<file path="src/rtl/operand_fetch.sv">
// operand_fetch: register-read stage of the bf8b 8-bit core.
// Accepts a decoded instruction, holds it back while any source register has
// a write still in flight (16-entry pending scoreboard), then latches the
// source operands, op and dst for execute.
// Optional feature macro: OPFETCH_BYPASS_EN enables a writeback-to-fetch
// bypass so a waiting operand can be taken straight from wb_val.
module operand_fetch (
  input  logic         clk,
  input  logic         rst,
  input  logic         en,
  input  logic [3:0]   op,
  input  logic [3:0]   src_a,
  input  logic [3:0]   src_b,
  input  logic [3:0]   dst,
  input  logic [127:0] regs,
  input  logic         wb_valid,
  input  logic [3:0]   wb_addr,
  input  logic [7:0]   wb_val,
  output logic [7:0]   opnd_a,
  output logic [7:0]   opnd_b,
  output logic [3:0]   op_out,
  output logic [3:0]   dst_out,
  output logic         stall,
  output logic         ready
);

  localparam logic [3:0] OP_LOD  = 4'b0001;
  localparam logic [3:0] OP_STR  = 4'b0010;
  localparam logic [3:0] OP_ADD  = 4'b0011;
  localparam logic [3:0] OP_ADDI = 4'b0100;
  localparam logic [3:0] OP_LODI = 4'b0101;
  localparam logic [3:0] OP_NAND = 4'b0110;

`ifdef OPFETCH_BYPASS_EN
  localparam bit BYPASS = 1'b1;
`else
  localparam bit BYPASS = 1'b0;
`endif

  typedef enum logic [1:0] {
    IDLE = 2'd0,
    WAIT = 2'd1,
    DONE = 2'd2
  } state_e;

  state_e      state_q,   state_d;
  logic        was_en_q,  was_en_d;
  logic [15:0] pending_q, pending_d;
  logic [7:0]  opnd_a_q,  opnd_a_d;
  logic [7:0]  opnd_b_q,  opnd_b_d;
  logic [3:0]  op_out_q,  op_out_d;
  logic [3:0]  dst_out_q, dst_out_d;
  logic        stall_q,   stall_d;
  logic        ready_q,   ready_d;

  logic       rd_a, rd_b;
  logic       fwd_a, fwd_b;
  logic       hazard;
  logic       go_done;
  logic [7:0] val_a, val_b;

  function automatic logic reads_a_f(input logic [3:0] o);
    return o inside {OP_LOD, OP_STR, OP_ADD, OP_ADDI, OP_NAND};
  endfunction

  function automatic logic reads_b_f(input logic [3:0] o);
    return o inside {OP_STR, OP_ADD, OP_NAND};
  endfunction

  function automatic logic writes_f(input logic [3:0] o);
    return o inside {OP_LOD, OP_ADD, OP_ADDI, OP_LODI, OP_NAND};
  endfunction

  // Hazard detection, operand selection, FSM next state and scoreboard update.
  always_comb begin
    // NOTE: every signal assigned in this block gets a default first, so no
    // path leaves it unassigned and no latch is inferred.
    state_d   = state_q;
    was_en_d  = en;
    pending_d = pending_q;
    opnd_a_d  = opnd_a_q;
    opnd_b_d  = opnd_b_q;
    op_out_d  = op_out_q;
    dst_out_d = dst_out_q;
    stall_d   = stall_q;
    ready_d   = ready_q;
    go_done   = 1'b0;

    rd_a = reads_a_f(op);
    rd_b = reads_b_f(op);

    // A pending source being written back on this very edge counts as
    // resolved only when the bypass is built in.
    fwd_a = BYPASS && wb_valid && (wb_addr == src_a) && pending_q[src_a];
    fwd_b = BYPASS && wb_valid && (wb_addr == src_b) && pending_q[src_b];

    hazard = (rd_a && pending_q[src_a] && !fwd_a) ||
             (rd_b && pending_q[src_b] && !fwd_b);

    val_a = 8'h00;
    if (rd_a) val_a = fwd_a ? wb_val : regs[{src_a, 3'b000} +: 8];
    val_b = 8'h00;
    if (rd_b) val_b = fwd_b ? wb_val : regs[{src_b, 3'b000} +: 8];

    // Writeback retires a pending entry; a same-edge set below overrides it.
    if (wb_valid) pending_d[wb_addr] = 1'b0;

    unique case (state_q)
      IDLE: begin
        if (en && was_en_q) begin
          if (hazard) begin
            stall_d = 1'b1;
            state_d = WAIT;
          end else begin
            go_done = 1'b1;
          end
        end
      end
      WAIT: begin
        if (!en) begin
          // Upstream withdrew the request: drop it without touching the
          // scoreboard or the previously latched operands.
          stall_d = 1'b0;
          ready_d = 1'b0;
          state_d = IDLE;
        end else if (!hazard) begin
          go_done = 1'b1;
        end
      end
      DONE: begin
        if (!en) begin
          ready_d = 1'b0;
          state_d = IDLE;
        end
      end
      default: state_d = IDLE;
    endcase

    if (go_done) begin
      opnd_a_d  = val_a;
      opnd_b_d  = val_b;
      op_out_d  = op;
      dst_out_d = dst;
      stall_d   = 1'b0;
      ready_d   = 1'b1;
      state_d   = DONE;
      if (writes_f(op)) pending_d[dst] = 1'b1;
    end
  end

  // State and output registers with synchronous reset.
  always_ff @(posedge clk) begin
    // NOTE: sequential state uses non-blocking assignments so every flop
    // samples the values from before this edge.
    if (rst) begin
      state_q   <= IDLE;
      was_en_q  <= 1'b0;
      pending_q <= 16'h0000;
      opnd_a_q  <= 8'h00;
      opnd_b_q  <= 8'h00;
      op_out_q  <= 4'h0;
      dst_out_q <= 4'h0;
      stall_q   <= 1'b0;
      ready_q   <= 1'b0;
    end else begin
      state_q   <= state_d;
      was_en_q  <= was_en_d;
      pending_q <= pending_d;
      opnd_a_q  <= opnd_a_d;
      opnd_b_q  <= opnd_b_d;
      op_out_q  <= op_out_d;
      dst_out_q <= dst_out_d;
      stall_q   <= stall_d;
      ready_q   <= ready_d;
    end
  end

  assign opnd_a  = opnd_a_q;
  assign opnd_b  = opnd_b_q;
  assign op_out  = op_out_q;
  assign dst_out = dst_out_q;
  assign stall   = stall_q;
  assign ready   = ready_q;

endmodule

</file>
<file path="config.mk">
export PLATFORM = sky130hd
export DESIGN_NAME = operand_fetch
export DESIGN_NICKNAME = d
export VERILOG_FILES = /design/src/rtl/operand_fetch.sv
export SDC_FILE = /design/constraint.sdc
export NUM_CORES = 1
export LEC_CHECK = 0
export CAP_MARGIN = 30
export CELL_PAD_IN_SITES_DETAIL_PLACEMENT = 2
export CELL_PAD_IN_SITES_GLOBAL_PLACEMENT = 2
export CORE_MARGIN = 5
export CORE_UTILIZATION = 28
export CTS_CLUSTER_DIAMETER = 50
export DETAILED_ROUTE_END_ITERATION = 16
export MAX_ROUTING_LAYER = met4
export PLACE_DENSITY_LB_ADDON = 0.12
export SLEW_MARGIN = 20
export SYNTH_ARGS = -nofsm -noshare
export SYNTH_HDL_FRONTEND = slang
export SYNTH_SLANG_ARGS = --single-unit
</file>
<file path="constraint.sdc">
create_clock -name clk -period 3.5 [get_ports clk]
set_input_delay 0.35 -clock clk [delete_from_list [all_inputs] [get_ports clk]]
set_output_delay 0.35 -clock clk [all_outputs]
set_load 0.01 [all_outputs]
</file>
# --- Yosys cells after proc, flatten, opt, wreduce, memory -nomap -nowiden ---
# Cells that the tools add are included.
classes:
  n_eq_ne: 16
  mux: 28
  shift: 2
  bitwise_logic: 3
  n_reduce_logical: 18
  magnitude_cmp: 6
ops:
  columns: ["cell", "count"]
  rows:
  - ["$shiftx A128 B8 Y8", 2]
  - ["$mux W16", 3]
  - ["$lt A4 B5 Y1 const B", 4]
  - ["$and A16 B16 Y16", 1]
  - ["$mux W8", 2]
  - ["$not A16 Y16", 1]
  - ["$or A16 B16 Y16", 1]
  - ["$eq A4 B3 Y1 const B", 3]
  - ["$mux W1", 12]
  - ["$reduce_bool A5 Y1", 2]
  - ["$bmux W1 S4", 2]
  - ["$demux W1 S4", 2]
  - ["$eq A4 B2 Y1 const B", 2]
  - ["$ge A4 B1 Y1 const B", 2]
  - ["$mux W2", 4]
  - ["$ne A2 B2 Y1 const B", 4]
  - ["$ne A3 B3 Y1 const B", 2]
  - ["$reduce_and A3 Y1", 2]
  - ["$logic_and A1 B1 Y1", 5]
  - ["$eq A4 B1 Y1 const B", 1]
  - ["$pmux W1 S2", 2]
  - ["$pmux W2 S2", 1]
  - ["$reduce_and A4 Y1", 1]
  - ["$reduce_bool A2 Y1", 2]
  - ["9 further kinds", 10]
word_totals:
  input_bits: 160
  ff_bits: 45
  out_inout_bits: 26
  elab_cells: 83

# --- Depth between registers and ports, before layout ---
# Gate-level depths: netlist of the first run.
logic_depth:
  depth_word: 10
  ltp_mapped: 10
  depth_no_buf: 6

# --- Worst setup path before layout of the first run ---
# OpenSTA, ideal clock, no wires.
synth_path:
  kind: "in2reg"
  start: "input src_a[0]"
  end: "register opnd_a_q[7], in the netlist opnd_a[7]"
  path_slack_ns: 1.326
  t_arrival_ns: 2.058
  cell_stages: 7
  t_required_ns: 3.384
  n_path_buf: 2
  setup_ns: 0.116
  cell_sequence: "buf_2 buf_2 mux4_2 mux2_2 o211ai_1 nor3_1 a31o_2"
synth_via:
  elab_chain_len: 7
  elab_cells_between_ends: 10
  cone_classes: "shift: 1; mux: 7; reduce/logical: 2"
synth_rtl:
  columns: ["item", "line_no", "source"]
  rows:
  - ["start, declared", "12", "input logic [3:0] src_a,"]
  - ["$bmux W1 S4", "97", "hazard = (rd_a && pending_q[src_a] && !fwd_a) ||"]
  - ["$mux W1 (not written as such)", "97", null]
  - ["$logic_and A1 B1 Y1", "97", null]
  - ["$logic_or A1 B1 Y1", "97", null]
  - ["$mux W1", "111, 126", null]
  - ["$mux W1, on equally long branches", "120, 110", null]
  - ["$pmux W1 S2", "108", "unique case (state_q)"]
  - ["end signal, assigned", "169", "opnd_a_q <= opnd_a_d;"]
  - ["end, declared", "49", "logic [7:0] opnd_a_q, opnd_a_d;"]
# Several ways; a longest one is shown, not always the timed one. The select of a mux whose other input is x is not followed.
# A chain may end at the register's enable or synchronous reset.

# --- Worst setup path after layout of the first run ---
layout_path:
  start: "input src_b[1]"
  end: "register pending_q[13]"
layout_via:
  elab_chain_len: 8
  elab_cells_between_ends: 9
  cone_classes: "mux: 7; reduce/logical: 2"
layout_rtl:
  columns: ["item", "line_no", "source"]
  rows:
  - ["start, declared", "13", "input logic [3:0] src_b,"]
  - ["$bmux W1 S4 *", "98", "(rd_b && pending_q[src_b] && !fwd_b);"]
  - ["$mux W1 (not written as such) *", "98", null]
  - ["$logic_and A1 B1 Y1 *", "98", null]
  - ["$logic_or A1 B1 Y1 *", "97", null]
  - ["$mux W1 *", "111, 126", null]
  - ["$mux W1, on equally long branches", "120, 110", null]
  - ["$pmux W1 S2 *", "108", null]
  - ["$mux W16 *", "139", "if (go_done) begin"]
  - ["end signal, assigned", "168", "pending_q <= pending_d;"]
  - ["end, declared", "48", "logic [15:0] pending_q, pending_d;"]
# Mark *: on every way between the ends. The rest lies on a longest branch, timed or not. The select of a mux whose other input is x is not followed.

==> results_dict.tcl, run 1 <==
set metrics [dict create \
    crit_type "in2reg" \
    cp-start-kind "input pin" \
    cp_max_fo 28 \
    io_buffer_count 177 \
    reg2reg_depth 8 \
    utilization_pct 41.6 \
    syn_inst 401 \
    hold_violations 0 \
    synth_top_area_share_pct 33.7 \
    gp_congestion 0.818 \
    first_pass_iters 4 \
    syn_area_mm2 0.00441 \
    p_per_area_mw_per_mm2 253 \
    finalSetupViolCount 0 \
    drc 0 \
    max_freq_mhz 367 \
    htree_levels 2 \
    yosys-top-cells-count "mux4_2 (66), dfxtp_1 (45), nand2_1 (29), mux2_2 (24), o211ai_1 (24)" \
    nets 724 \
    grt_pass1_wl_um 28800 \
    slowest_delay_ns 0.51 \
    vdd_drop_max_mv 0.211 \
    whs_path_depth 1 \
    finalWirelength_um 18900 \
    clockRootBuffer "clkbuf_16" \
    numCtsBuffers 5 \
    syn_nets 563 \
    overflow 0 \
    ys.flop_type "dfxtp_1" \
    cp_data_required_time_ns 3.69 \
    netlist.top_cell.by_area "mux4_2" \
    critical_path.most_common_cell "buf_4" \
    die-width_um 136 \
    synth_edf_count 0 \
    ant_nets 0 \
    ys_warn_count 0 \
    grt_pass1_vias 4836 \
    status "finished clean" \
    finalCritPeriodShare_pct 77.8 \
    period_needed_ns 2.72 \
    antenna_found_initial 1 \
    dp_hpwl_um 15100 \
    cts_hold_buf 0 \
    synthArstFlopShare_pct 0 \
    finalPower_mw 1.65 \
    ys_seq_area_share_pct 20.4 \
    track_usage_pct 20.8 \
    min_path_type "reg2reg" \
    cts_setup_buffers 0 \
    drt_iter0_markers 144 \
    cts_resized 0 \
    ys_types 43 \
    die_h_um 136 \
    initial_core_util_pct 28.2 \
    cts_sinks 45 \
    vias 4303 \
    die_area_mm2 0.0184 \
    rsz0062_at_grt "no" \
    avgRoutedWirePerCell_um 24.2 \
    synth_seq_cells 45 \
    clkTransAtPathRegs_ns 0.07 \
    area_delta_synth_final_pct 47.5 \
    cap_viol_max_count 0 \
    core-area_mm2 0.0157 \
    insertion_delay_ns 0.29 \
    skew_ns 0.00450 \
    power.leakage_nw 2.16 \
    crit_path_end_kind "flip-flop" \
    cts_buffer_depth 2 \
    grt_max_degree 29 \
    num_rows 46 \
    relSlewSlack_pct 53.4 \
    cp_slowest_cell "clkdlybuf4s50_1" \
    vias_per_cell 5.52 \
    drive_gt1_share_pct 25.4 \
    tightestPinTransition_ns 0.697 \
    drv_slew 0 \
    crit_arrival_ns 2.91 \
    ioPinCount 186 \
    cts_tree "yes" \
    yosysMostFrequentCell "mux4_2" \
    syn_area_per_cell_um2 11.0 \
    final.setup.tns_ns 0 \
    path_cells "clkdlybuf4s50_1 > buf_4 > nand2_1 > o21bai_1 > nor4_1 > nor4_1 > buf_4 > nand2_1 > buf_4 > o41ai_1" \
    synthTopCellsByArea "mux4_2 (34%), dfxtp_1 (20%), mux2_2 (6.1%)" \
]
[power by group]
group          total [mW]  switching (mW)  internal (mW)
Combinational       0.625           0.268          0.357
Sequential          0.530         0.00716          0.523
Clock               0.493           0.224          0.269
Total                1.65           0.499           1.15
[final cells by class]
type	count	area, um^2
diodes	1	2.50
multi-input cells	308	3270
repair buffers	195	1890
clock inverters	3	25.0
inverters	7	26.3
clock buffers	5	125
flip-flops and latches	45	901
well taps	216	270
fillers	1696	9150
[flip-flops by register name, indices dropped and copies added, names as in the netlist, 2 cells and up]
name and cells:
pending_q 16, opnd_b 8, dst_out 4, opnd_a 8, op_out 4, state_q 2
[metrics by stage]
stage	area [um^2]	hold slack, ns	std cells	setup slack (ns)
floorplan	4410	0.451	401	1.33
global placement	6360	0.457	771	0.488
CTS	6510	0.482	779	0.750
detailed placement	6360	0.467	771	0.450
finish	6510	0.480	780	0.776
global route	6510	0.500	780	0.600
[path summary, 6_finish.rpt]
check,start,end,slack (ns)
setup / recovery,src_b[1],pending_q[13],0.78
hold reg to reg,opnd_a[4],opnd_a[4],0.48
setup reg to reg,pending_q[1],pending_q[13],1.14
hold / removal,opnd_a[4],opnd_a[4],0.48
[cells in the final DEF, fill, tap and decap left out, types with 14 or more instances in the layout]
| cell type | n |
|---|---|
| a31o_1 | 14 |
| buf_4 | 18 |
| clkdlybuf4s50_1 | 173 |
| dfxtp_1 | 45 |
| mux2_2 | 24 |
| mux2i_1 | 17 |
| mux4_2 | 66 |
| nand2_1 | 29 |
| o211ai_1 | 24 |
| o21ai_0 | 17 |
[metal layers]
layer	part of all wire [%]	vias up	global-route usage, %
met4	1.2	0	2.86
met3	5.0	16	4.20
met1	39	2206	23.3
met2	54	117	38.9
met5	0	-	-
li1	-	1964	-
[cell families (layout without fill, tap and decap cells)]
logic type / Yosys count / in the layout / synth area share (%)
flops: 45 / 45 / 20.4
buf+inv: 48 / 210 / 5.44
other cells: 0 / 1 / 0
simple gates: 100 / 100 / 13.4
fa+ha+maj: 2 / 2 / 0.567
compound gates: 98 / 98 / 16.3
mux: 108 / 108 / 43.9
[critical path, delay by kind of cell]
kind,cells,cell delay (ns)
compound gates,2,0.49
buf+inv,4,1.36
simple gates,4,0.69
Power figures use the tool's default switching activity.
==> run 2, diff against run 1 <==
- CORE_UTILIZATION: 28 -> 24
- clock period: 3.5 -> 2.4 ns (I/O delays scaled with it)
==> run 2 against run 1 <==
Effect of this change: non-clock buffer count grew 16; sequential share of layout area shrank 0.48 points; total power grew 49%; critical endpoint is now pending_q[1]; utilization shrank 4.2 points; worst hold slack lost 0.14 ns; largest power group unchanged; highest routed layer unchanged.
==> results_dict.tcl, run 2 (synthesized netlist as in run 1, its figures left out) <==
set metrics [dict create \
    power.leakage_nw 2.28 \
    cts_tree "yes" \
    dp.cells 800 \
    cp-startpoint "pending_q[0]" \
    layout_common_cells "clkdlybuf4s50_1 (170), mux4_2 (66), dfxtp_1 (45), nand2_1 (29), buf_4 (28)" \
    vias_per_cell 5.37 \
    drv_slew 0 \
    core-area_mm2 0.0180 \
    n_antenna_cell 0 \
    crit_arrival_ns 2.49 \
    clockRootBuffer "clkbuf_16" \
    rsz0062_at_grt "no" \
    cp_data_required_time_ns 2.63 \
    numCtsBuffers 5 \
    final_common_cell "clkdlybuf4s50_1" \
    cts_buffer_depth 2 \
    drc 0 \
    track_usage_pct 18.8 \
    setup.worst_path.end "pending_q[1]" \
    fill_cells 1957 \
    cp-start-kind "flip-flop" \
    die-width_um 146 \
    overflow 0 \
    finalCritPeriodShare_pct 94.2 \
    drt_iter0_markers 152 \
    initial_core_util_pct 24.5 \
    dp_hpwl_um 15800 \
    min_path_type "in2reg" \
    wl_met1_um 8930 \
    period_needed_ns 2.26 \
    grt_pass1_wl_um 30800 \
    vdd_drop_max_mv 0.310 \
    max_freq_mhz 442 \
    gp_congestion 0.830 \
    die_h_um 146 \
    cp_max_fo 26 \
    grt_max_degree 33 \
    clkTransAtPathRegs_ns 0.07 \
    first_pass_iters 4 \
    wl_met2_um 9620 \
    dpl_cell_area_mm2 0.00654 \
    finalWirelength_um 19800 \
    vias 4342 \
    crit_type "reg2reg" \
    top_layer "met4" \
    num_rows 49 \
    rrSetupSlack_ns 0.14 \
    finalPower_mw 2.45 \
    largest_register_ffs 16 \
    drive_gt1_share_pct 28.5 \
    r2r-end "pending_q[1]" \
    ioPinCount 186 \
    io_buffer_count 177 \
    design_area_mm2 0.00674 \
    htree_levels 2 \
    area_delta_synth_final_pct 52.7 \
    die_area_mm2 0.0212 \
    ant_nets 0 \
    p_per_area_mw_per_mm2 363 \
    relSlewSlack_pct 58.0 \
    avgRoutedWirePerCell_um 24.5 \
    crit_path_end_kind "flip-flop" \
    finalSetupViolCount 0 \
    cts_sinks 45 \
    insertion_delay_ns 0.29 \
    cts_setup_buffers 0 \
    status "finished clean" \
    cts_hold_buf 0 \
    grt_pass1_vias 5061 \
    r2r_start "pending_q[0]" \
    final_cell_count_no_fill 808 \
    nets 740 \
    wl_met3_um 1060 \
    skew_ns 0.00660 \
    reg2reg_depth 7 \
    tightestPinTransition_ns 0.628 \
    top_register "pending_q" \
    hold_violations 0 \
    antenna_found_initial 0 \
    cap_viol_max_count 0 \
]
run 2: area by class of cell:
class,instances,area [um^2],area share [%]
clock inverter,3,21.3,0.315
inverter,7,26.3,0.390
timing repair buffer,211,2070,30.7
sequential,45,901,13.4
clock buffer,5,125,1.86
tap,229,287,4.25
multi-input combinational,308,3310,49.1
run 2: how the worst min path moves through the flow:
stage                         start        end  slack (ns)  cells past startpoint
final                         op[2]  op_out[2]        0.34                      3
after global routing          op[2]  op_out[2]        0.35                      3
after CTS                     ready      ready        0.50                      2
after detailed placement  opnd_b[7]  opnd_b[7]        0.48                      1
after global placement    opnd_b[3]  opnd_b[3]        0.46                      1
after floorplan                  en   was_en_q        0.37                      1
run 2: layer usage:
| layer | GRT usage, % | up-vias |
|---|---|---|
| li1 | - | 1994 |
| met1 | 24.2 | 2208 |
| met4 | 3.13 | 0 |
| met2 | 31.4 | 129 |
| met3 | 3.36 | 11 |
| met5 | - | - |
run 2: timing repair:
item                                    CTS  global route
endpoints found under the setup margin   40            31
resized for setup                         8             5
pin swaps                                 4             2
run 2: worst max-delay path, stage by stage (launching register included):
cell     delay [ns]
dfxtp_1        0.36
mux4_2         0.47
nor2_1         0.10
nor4_1         0.08
or4_1          0.58
buf_12         0.20
nor4_4         0.24
a32o_1         0.16
run 2: where the power goes:
part / internal [mW] / leakage (nW) / switching, mW / total, mW
clock network: 0.388 / 0.0702 / 0.317 / 0.706
logic: 0.552 / 1.85 / 0.418 / 0.971
registers: 0.763 / 0.364 / 0.0112 / 0.774
total: 1.70 / 2.28 / 0.747 / 2.45
run 2: through the flow:
step	setup TNS, ns	hold WS (ns)	setup slack [ns]	util, %
after floorplan	0	0.368	0.283	-
after global placement	-15.65	0.462	-0.511	36.3
after detailed placement	-17.92	0.479	-0.587	36.3
after CTS	0	0.495	0.0615	37.3
after global routing	0	0.352	0.000952	37.4
final	0	0.342	0.138	37.4
